[config.mk]
export PLATFORM = sky130hd
export DESIGN_NAME = piso_serializer
export DESIGN_NICKNAME = d
export VERILOG_FILES = /design/src/rtl/piso_pkg.sv /design/src/rtl/piso_bit_counter.sv /design/src/rtl/piso_serializer.sv
export SDC_FILE = /design/constraint.sdc
export NUM_CORES = 1
export LEC_CHECK = 0
export ABC_AREA = 1
export BUFFER_PORTS_ARGS = -buffer_cell sky130_fd_sc_hd__buf_2
export CAP_MARGIN = 10
export CORE_MARGIN = 2
export CORE_UTILIZATION = 55
export DETAILED_ROUTE_END_ITERATION = 10
export HOLD_SLACK_MARGIN = 0.08
export PLACE_DENSITY = 0.85
export SLEW_MARGIN = 20
export SYNTH_ARGS = -nofsm -noshare
export SYNTH_HDL_FRONTEND = slang
export SYNTH_SLANG_ARGS = --single-unit
export TNS_END_PERCENT = 1
[constraint.sdc]
create_clock -name clk -period 4.3 [get_ports clk]
set_clock_uncertainty 0.2 [all_clocks]
set_input_delay 0.215 -clock clk [delete_from_list [all_inputs] [get_ports clk]]
set_output_delay 0.215 -clock clk [all_outputs]
set_load 0.02 [all_outputs]
[src/rtl/piso_pkg.sv]
// Shared types and helpers for the parallel-in/serial-out serializer.
package piso_pkg;

    typedef logic [0:0] state_t;

    localparam state_t StIdle  = 1'b0;
    localparam state_t StShift = 1'b1;

    // Width of a counter that indexes n bits; never narrower than one bit.
    function automatic int unsigned cnt_width(input int unsigned n);
        return (n > 2) ? $clog2(n) : 1;
    endfunction

endpackage

[src/rtl/piso_bit_counter.sv]
// Bit index counter with enable, synchronous clear and terminal count at N-1.
module piso_bit_counter
    import piso_pkg::*;
#(
    parameter int unsigned N = 8
) (
    input  logic clk,
    input  logic reset,
    input  logic en_i,
    input  logic clr_i,
    output logic tc_o
);

    localparam int unsigned W = cnt_width(N);

    logic [W-1:0] cnt_q, cnt_d;

    always_comb begin
        cnt_d = cnt_q;
        if (clr_i) begin
            cnt_d = '0;
        end else if (en_i) begin
            cnt_d = cnt_q + W'(1);
        end
    end

    always_ff @(posedge clk or posedge reset) begin
        if (reset) begin
            cnt_q <= '0;
        end else begin
            cnt_q <= cnt_d;
        end
    end

    assign tc_o = (cnt_q == W'(N - 1));

endmodule

[src/rtl/piso_serializer.sv]
// Parallel-in/serial-out shift register with valid/ready load and stallable
// serial side; a new word can load on the last-bit cycle with no bubble.
module piso_serializer
    import piso_pkg::*;
#(
    parameter int unsigned N         = 8,
    parameter bit          MSB_FIRST = 1'b0,
    parameter logic        FILL      = 1'b0
) (
    input  logic         clk,
    input  logic         reset,
    input  logic         load_valid_i,
    output logic         load_ready_o,
    input  logic [N-1:0] parallel_in_i,
    input  logic         shift_en_i,
    output logic         serial_out_o,
    output logic         serial_valid_o,
    output logic         last_o,
    output logic         busy_o
);

    state_t       state_q, state_d;
    logic [N-1:0] sreg_q, sreg_d;
    logic         in_shift;
    logic         tc;
    logic         load;
    logic         step;

    assign in_shift = (state_q == StShift);
    assign step     = in_shift & shift_en_i;

    // Only combinational input-to-output path: ready opens on the consumed last bit.
    assign load_ready_o = ~reset & (~in_shift | (tc & shift_en_i));
    assign load         = load_valid_i & load_ready_o;

    piso_bit_counter #(
        .N (N)
    ) u_bit_counter (
        .clk   (clk),
        .reset (reset),
        .en_i  (step & ~tc),
        .clr_i (load | (step & tc)),
        .tc_o  (tc)
    );

    always_comb begin
        state_d = state_q;
        if (load) begin
            state_d = StShift;
        end else if (step && tc) begin
            state_d = StIdle;
        end
    end

    always_comb begin
        sreg_d = sreg_q;
        if (load) begin
            sreg_d = parallel_in_i;
        end else if (step) begin
            sreg_d = MSB_FIRST ? {sreg_q[N-2:0], FILL} : {FILL, sreg_q[N-1:1]};
        end
    end

    always_ff @(posedge clk or posedge reset) begin
        if (reset) begin
            state_q <= StIdle;
            sreg_q  <= '0;
        end else begin
            state_q <= state_d;
            sreg_q  <= sreg_d;
        end
    end

    assign serial_out_o   = in_shift & (MSB_FIRST ? sreg_q[N-1] : sreg_q[0]);
    assign serial_valid_o = in_shift;
    assign busy_o         = in_shift;
    assign last_o         = in_shift & tc;

endmodule

Word-level counts from Yosys, hierarchy flattened --
Index checks and enable logic that the tools add are counted.
Storage, ports and cells: flip-flop bits (word level) 12, logic and storage cells 28
Cells by class: add/subtract/negate cells 1, equal/unequal tests 1, multiplexer cells 6, bitwise operators 13, reduce and logical (&&, ||, !) cells 4
Operators by type and width (number):
- $mux W8 | 2
- $and A1 B1 Y1 | 8
- $mux W3 | 2
- $reduce_bool A2 Y1 | 3
- $add A3 B1 Y3 const B | 1
- $eq A3 B3 Y1 const B | 1
- $not A1 Y1 | 3
- $mux W1 | 2
- $or A1 B1 Y1 | 2
- $logic_and A1 B1 Y1 | 1

Logic depth before layout (Yosys ltp) --
Gate-level depths: netlist of the first run.
depth after elaboration 7, depth in mapped cells 8, gate-level depth less buffers 8

By module --
From an unflattened synthesis of the first run, not the netlist that was laid out.
Unflattened totals: cells, all modules 97, area total of the unflattened synthesis 714.4 um^2
By module, submodules not included:
- piso_serializer | instances 1, cells each 79, area each 559.3 um^2, seq. area each 225.2 um^2
- piso_bit_counter | instances 1, cells each 18, area each 155.1 um^2, seq. area each 75.1 um^2

Worst setup path after synthesis of the first run --
No wires, ideal clock.
path kind register to register, start register u_bit_counter.cnt_q[0], end register sreg_q[7], arrival time 1354 ps, slack 2679 ps, cell stages (with the launch flop) 7, clock period less this slack 1621 ps, cell sequence dfrtp_1 -> ha_1 -> ha_1 -> nand2_1 -> a21oi_1 -> nand3_1 -> nand2_1
On the way: cells in the longest elaborated chain, start to end 6
Ends and longest elaborated chain:
- from (decl) | RTL line piso_bit_counter.sv:16 | logic [W-1:0] cnt_q, cnt_d;
- from (signal assigned) | RTL line piso_bit_counter.sv:31 | cnt_q <= cnt_d;
- $eq A3 B3 Y1 (*) | RTL line piso_bit_counter.sv:35 | assign tc_o = (cnt_q == W'(N - 1));
- $and A1 B1 Y1 (*) | RTL line piso_serializer.sv:33 | assign load_ready_o = ~reset & (~in_shift | (tc & shift_en_i));
- $or A1 B1 Y1 (*) | RTL line piso_serializer.sv:33
- $and A1 B1 Y1 (*) | RTL line piso_serializer.sv:33
- named net load_ready_o | RTL line piso_serializer.sv:13 | output logic load_ready_o,
- $and A1 B1 Y1 (*) | RTL line piso_serializer.sv:34 | assign load = load_valid_i & load_ready_o;
- $mux W8 or $reduce_bool A2 Y1 (tied branches)
- to (signal assigned) | RTL line piso_serializer.sv:70 | sreg_q <= sreg_d;
- to (decl) | RTL line piso_serializer.sv:23 | logic [N-1:0] sreg_q, sreg_d;
Mark *: on every way through the listed nets, which the timed path passes. The rest lies on a longest branch. A chain may end at the register's enable or synchronous reset.

Final worst setup path of the first run --
start register state_q (netlist: busy_o), end register sreg_q[4]
On the way: cells in the longest elaborated chain, start to end 5
Ends and longest elaborated chain:
- from (decl) | RTL line piso_serializer.sv:22 | state_t state_q, state_d;
- from (signal assigned) | RTL line piso_serializer.sv:66 | state_q <= StIdle;
- from (signal assigned) | RTL line piso_serializer.sv:69 | state_q <= state_d;
- $not A1 Y1 | RTL line piso_serializer.sv:33
- $or A1 B1 Y1 | RTL line piso_serializer.sv:33
- $and A1 B1 Y1 | RTL line piso_serializer.sv:33
- $and A1 B1 Y1 | RTL line piso_serializer.sv:34
- $mux W8 or $reduce_bool A2 Y1 (tied branches)
Several ways; a longest one is shown, not always the timed one.

==> results.md, run 1 <==
* Status: complete, no violations
* DRT iter0 DRCs at 15
* Cells after Synth at 92
* R2R Path End: sreg_q[4]
* Most Crowded Layer GR: met2
* Yosys warns at 0
* Clock Latency Late Sink at 270 ps
* Hold depth at 3
* Initial antenna violation count at 0
* Worst R2R Setup Slack at 2390 ps
* Most frequent CP cell: nand2_1
* Met2 usage at 0.341
* RSZ-0062 raised after global routing: no
* WL final at 1520 µm
* Setup TNS at 0 ps
* Postcts setup bufs at 0
* PortBufs at 16
* Fmax at 0.524 GHz
* Register area share after synthesis at 0.407
* Fin. Hold Viols at 0
* Netlist cell types at 16
* Number of global-route vias before repair at 559
* Drt pass-1 iters at 4
* Total CTS buffers at 3
* Final non-filler cell total at 131
* Worst Setup SP: busy_o
* Largest net degree at the start of global routing at 21
* Max-cap violations at 0
* Clk buf depth at 2
* Global-route wire length before repair at 2260 µm
* Placed cells at 119
* Die extent in x at 40.6 µm
* TritonCTS Sinks at 12
* # resized after CTS at 0
* Highest net fanout along the worst path at 13
* Vias at 652
* Crit path kind: flop to flop
* Ports at 17
* CP arrival at 1860 ps
* Die Height at 40.6 µm
* Cell Pwr Density at 546 mW/mm²
* Crit. End Element: flop
* Core Area at 0.00127 mm²
* Hold path startpoint: load_valid_i
* Dpl hpwl at 1010 µm
* Core Util, Final at 0.721
* Critical-path cell list: nand2_1 -> clkinv_1 -> nand2_1 -> nand2_1 -> nand2_1 -> nand2_1
* Gp weighted congestion at 0.763
* Share of layout cells above drive strength 1 at 0.267
* Register bit count reported by yosys at 12
* GR met1 Demand/Resource at 0.271
* VDD IR max at 238 µV
* Worst reg-to-reg path cell count at 6
* Req. time, crit path at 4260 ps
* Mapped Nets at 106
* CTS tree: yes
* Root buf cell: clkbuf_4
* Reg2reg start: busy_o
* Die area at 0.00165 mm²
* Initial core utilization at 0.582
* Antenna-violating nets left at 0
* Post-DR wirelength/cell at 11.6 µm
* Fin crit period at 1910 ps
* Critical path's largest stage delay at 480 ps
* Max Slew Vio Count at 0
* GRT overflow at 0
* Cell taking the most area after synthesis: dfrtp_1
* Slowest CP cell: nand2_1
* Hold endpoint: sreg_q[7]
* Crit start category: flop
* Global-route usage over all layers at 0.214
* Layout Area Growth over Synthesis at 23.9%
* Placement row count at 13
* H-Tree Depth at 1
* Met3 usage at 0.0326
* Syn avg cell area at 8.02 µm²
* Post-synth top area share at 0.407
* Final net count at 132
* Leak pwr at 0.525 nW
* Netlist area before placement at 738 µm²
* Synth area leaders: dfrtp_1 (41%), nand2_1 (20%), nand3_2 (12%), nand4_1 (5.9%), inv_1 (4.6%)
* Worst path top cell family by delay: simple AND/OR/NAND/NOR gates
* Hold WC Path Type: input pin to flop
* Final setup violating endpoints at 0
* Max_slew headroom at 0.603
* Vias per Instance at 4.98
* # hold bufs at CTS at 9
* Worst path depth at 6
* Crit share post-route at 0.444
* # DRC at 0
* Measured slew at the worst slew-check pin at 593 ps
* Number of antenna cells inserted at 0
* Clock slew at reported path FFs at 80 ps
* Buf+Inv Stages, Crit Path at 1
* Hold slack at 113 ps
-- per-layer routing --
layer,share of wire,up-vias
met5,0,-
met4,0.026,0
met3,0.039,5
met2,0.50,20
met1,0.43,285
li1,-,342
-- through the flow --
step	power, mW	area (µm²)	setup WS, ps
6_report	0.499	915	2390
5_1_grt	0.545	915	2200
4_1_cts	0.504	915	2380
3_5_place_dp	0.430	802	2390
3_3_place_gp	0.420	802	2480
2_1_floorplan	0.386	738	2680
-- cell usage after synthesis (all sizes together) --
cell    count
nand4       7
a21oi       2
inv        10
clkinv      1
nor2        2
nand2      40
nand3      12
ha          2
buf         4
dfrtp      12
-- worst max path at each step --
| stage | slack, ps | to |
|---|---|---|
| 2_1_floorplan | 2680 | sreg_q[7] |
| 4_1_cts | 2380 | sreg_q[4] |
| 6_report | 2390 | sreg_q[4] |
| 3_3_place_gp | 2480 | sreg_q[6] |
| 3_5_place_dp | 2390 | sreg_q[5] |
| 5_1_grt | 2200 | sreg_q[2] |
-- kinds of logic after synthesis --
| group | Yosys count | synth area share |
|---|---|---|
| simple gates | 61 | 0.442 |
| buf+inv | 15 | 0.103 |
| fa+ha+maj | 2 | 0.0339 |
| flops | 12 | 0.407 |
| compound gates | 2 | 0.0136 |
-- power by group --
part	total, mW	internal, mW	switching (mW)
clock	0.0680	0.0324	0.0356
combinational	0.225	0.0858	0.140
sequential	0.206	0.164	0.0416
-- state kept, by name (all words and copies together) (netlist names) --
register,flops
sreg_q,8
u_bit_counter.cnt_q,3
busy_o,1
-- worst register-to-register path: stages (launching register included) --
cell and delay [ps]:
dfrtp_1 460, nand2_1 480, clkinv_1 340, nand2_1 140, nand2_1 60, nand2_1 70, nand2_1 50
-- cells in the final DEF, fill, tap and decap left out, drive strengths merged --
cell type and count:
dfrtp 12, dlygate4sd3 9, buf 16, clkbuf 3, nand4 7, nand2 40
inv 10, a21oi 2, nor2 2, ha 2, nand3 12, clkinv 1
-- final cells by class --
type                            instances  area, µm²
Clock buffer                            3       22.5
Fill cell                             103        354
Inverter                               11       41.3
Multi-Input combinational cell         65        362
Sequential cell                        12        300
Tap cell                               15       18.8
Timing Repair Buffer                   25        170
Note: power is estimated with default switching activity, not from simulation.
==> inputs of run 2 (changes only) <==
--- a/config.mk
+++ b/config.mk
@@ -8,11 +8,12 @@
 export ABC_AREA = 1
 export BUFFER_PORTS_ARGS = -buffer_cell sky130_fd_sc_hd__buf_2
 export CAP_MARGIN = 10
+export CORE_ASPECT_RATIO = 1.2
 export CORE_MARGIN = 2
-export CORE_UTILIZATION = 55
+export CORE_UTILIZATION = 46
 export DETAILED_ROUTE_END_ITERATION = 10
 export HOLD_SLACK_MARGIN = 0.08
-export PLACE_DENSITY = 0.85
+export PLACE_DENSITY = 0.77
 export SLEW_MARGIN = 20
 export SYNTH_ARGS = -nofsm -noshare
 export SYNTH_HDL_FRONTEND = slang
==> constraint.sdc (replaced) <==
create_clock -name clk -period 1.7 [get_ports clk]
set_clock_uncertainty 0.2 [all_clocks]
set_input_delay 0.085 -clock clk [delete_from_list [all_inputs] [get_ports clk]]
set_output_delay 0.085 -clock clk [all_outputs]
set_load 0.02 [all_outputs]
==> run 2 against run 1 <==
Effect of this change:
- count of clock-buffer cells in the layout increased by 1
- wire length increased by 14%
- die area increased by 18%
- via count grew 13%
- largest cell class unchanged
- combinational power grew to 3.2 times the previous value
- final area is 15% higher
- critical path type is now flop to primary output
- final cell count increased by 11%
==> results.md, run 2 (synthesis results as in run 1) <==
* Die extent in x at 40.6 µm (-0.16%)
* Clock slew at reported path FFs at 80 ps (about the same)
* Measured slew at the worst slew-check pin at 288 ps (-305 ps)
* Crit path kind: flop to primary output
* Most frequent cells in the layout: nand2_1 (38), buf_2 (15), dfrtp_1 (12), dlygate4sd3_1 (12), nand3_2 (10)
* Logic pwr share at 0.484 (+0.033)
* Vias at 740 (+13%)
* Total CTS buffers at 3 (unchanged)
* Root buf cell: clkbuf_4
* Initial antenna violation count at 0 (unchanged)
* Max Slew Vio Count at 0 (unchanged)
* Share of layout cells above drive strength 1 at 0.344 (+0.0765)
* Drt pass-1 iters at 4 (unchanged)
* P_int at 858 µW (+200%)
* VDD IR max at 766 µV (+220%)
* WL final at 1740 µm (+14%)
* Post-DR wirelength/cell at 12.0 µm (+3.2%)
* Highest net fanout along the worst path at 3 (-10)
* Sw Ratio at 0.417 (-0.0172)
* GRT overflow at 0 (unchanged)
* Global-route wire length before repair at 2470 µm (+9.1%)
* NetSw at 614 µW (+180%)
* Final setup violating endpoints at 0 (unchanged)
* Crit start category: flop
* Layout Area Growth over Synthesis at 42.5%
* Die Height at 47.9 µm (+18%)
* Total power at 1.47 mW (+190%)
* Max-cap violations at 0 (unchanged)
* Leak pwr at 0.586 nW (+12%)
* H-Tree Depth at 1 (unchanged)
* Number of antenna cells inserted at 0 (unchanged)
* Final instance area at 0.00105 mm² (+15%)
* # DRC at 0 (unchanged)
* Dpl hpwl at 1010 µm (-0.37%)
* Fin. Hold Viols at 0 (unchanged)
* Gp weighted congestion at 0.727 (-4.8%)
* Max FFs per register at 8 (unchanged)
* Req. time, crit path at 1410 ps (-2850 ps)
* RSZ-0062 raised after global routing: yes
* Die area at 0.00194 mm² (+18%)
* Core Util, Final at 0.719 (-0.00210)
* Placed instance area at 835 µm² (+4.1%)
* PortBufs at 16 (unchanged)
* Placement row count at 15 (+2)
* Core Area at 0.00146 mm² (+15%)
* Cell Pwr Density at 1400 mW/mm² (+160%)
* Commonest non-fill, non-tap cell in the layout: nand2_1
* Global-route usage over all layers at 0.194 (-0.0200)
* Status: complete, no violations
* CTS tree: yes
* Initial core utilization at 0.504 (-0.0776)
* Clock Latency Late Sink at 270 ps (about the same)
* TritonCTS Sinks at 12 (unchanged)
* Largest net degree at the start of global routing at 20 (-4.8%)
* Crit. End Element: primary output
* Number of global-route vias before repair at 598 (+7.0%)
* Clock Power Share at 0.156 (+0.020)
* Final net count at 143 (+8.3%)
* Fin crit period at 1640 ps
* Reg with most FFs: sreg_q
* CP arrival at 1360 ps (-500 ps)
* Vias per Instance at 5.10 (+2.5%)
* Seq pwr share at 0.359 (-0.053)
* Ports at 17 (unchanged)
* Hold WC Path Type: input pin to async pin
* Max_slew headroom at 0.808 (+0.204)
* DRT iter0 DRCs at 11 (-4)
* Antenna-violating nets left at 0 (unchanged)
* Clk buf depth at 2 (unchanged)
* Crit share post-route at 0.965
* Fmax at 0.610 GHz
[run 2: layout make-up]
class,count,area [µm²]
Inverter,11,41.3
Multi-Input combinational cell,66,398
Timing Repair Buffer,35,255
Sequential cell,12,300
Tap cell,17,21.3
Clock buffer,4,36.3
Fill cell,106,412
[run 2: what timing repair did]
item	in CTS	in global routing
buffers inserted	0	3
pin swaps	0	3
endpoints found under the hold margin	20	0
setup endpoints to repair	9	12
gates cloned	0	1
resized for setup	4	3
hold buffers	12	0
[run 2: path summary, 6_finish.rpt]
check                      slack (ps)              startpoint  cells past startpoint                      to
setup / recovery                   60  u_bit_counter.cnt_q[0]                      5            load_ready_o
hold / removal                    260                   reset                      4               sreg_q[6]
setup reg to reg                  100  u_bit_counter.cnt_q[0]                      7               sreg_q[1]
hold reg to reg                   320               sreg_q[3]                      2               sreg_q[3]
max in group asynchronous         490                   reset                      4  u_bit_counter.cnt_q[1]
min in group clk                  320               sreg_q[3]                      2               sreg_q[3]
[run 2: power groups by stage]
stage / clock (mW) / sequential [mW] / combinational [mW]
2_1_floorplan: 0 / 0.521 / 0.456
3_3_place_gp: 0 / 0.520 / 0.589
5_1_grt: 0.245 / 0.542 / 0.810
3_5_place_dp: 0 / 0.526 / 0.605
6_report: 0.230 / 0.529 / 0.713
4_1_cts: 0.229 / 0.524 / 0.641
[run 2: metrics by stage]
step / instances / setup TNS [ps] / hold WS [ps] / setup WS [ps]
after floorplan: 92 / 0 / -269 / 79.1
after global placement: 125 / 0 / -225 / 34.1
after detailed placement: 125 / -57.6 / -220 / -21.6
after CTS: 141 / 0 / 219 / 7.46
after global routing: 145 / -7.37 / 312 / -7.37
final: 145 / 0 / 257 / 59.4
[run 2: layer usage]
metal / wire, µm / vias to the layer above / track usage
li1: - / 370 / -
met1: 754 / 347 / 0.249
met2: 895 / 19 / 0.311
met3: 71 / 4 / 0.0419
met4: 17 / 0 / 0.0800
met5: 0 / - / 0
[run 2: worst max-delay path, cell delays in order (launching register included)]
cell	delay, ps
dfrtp_1	370
ha_2	200
ha_4	150
nand2_4	60
a21oi_2	150
buf_4	160
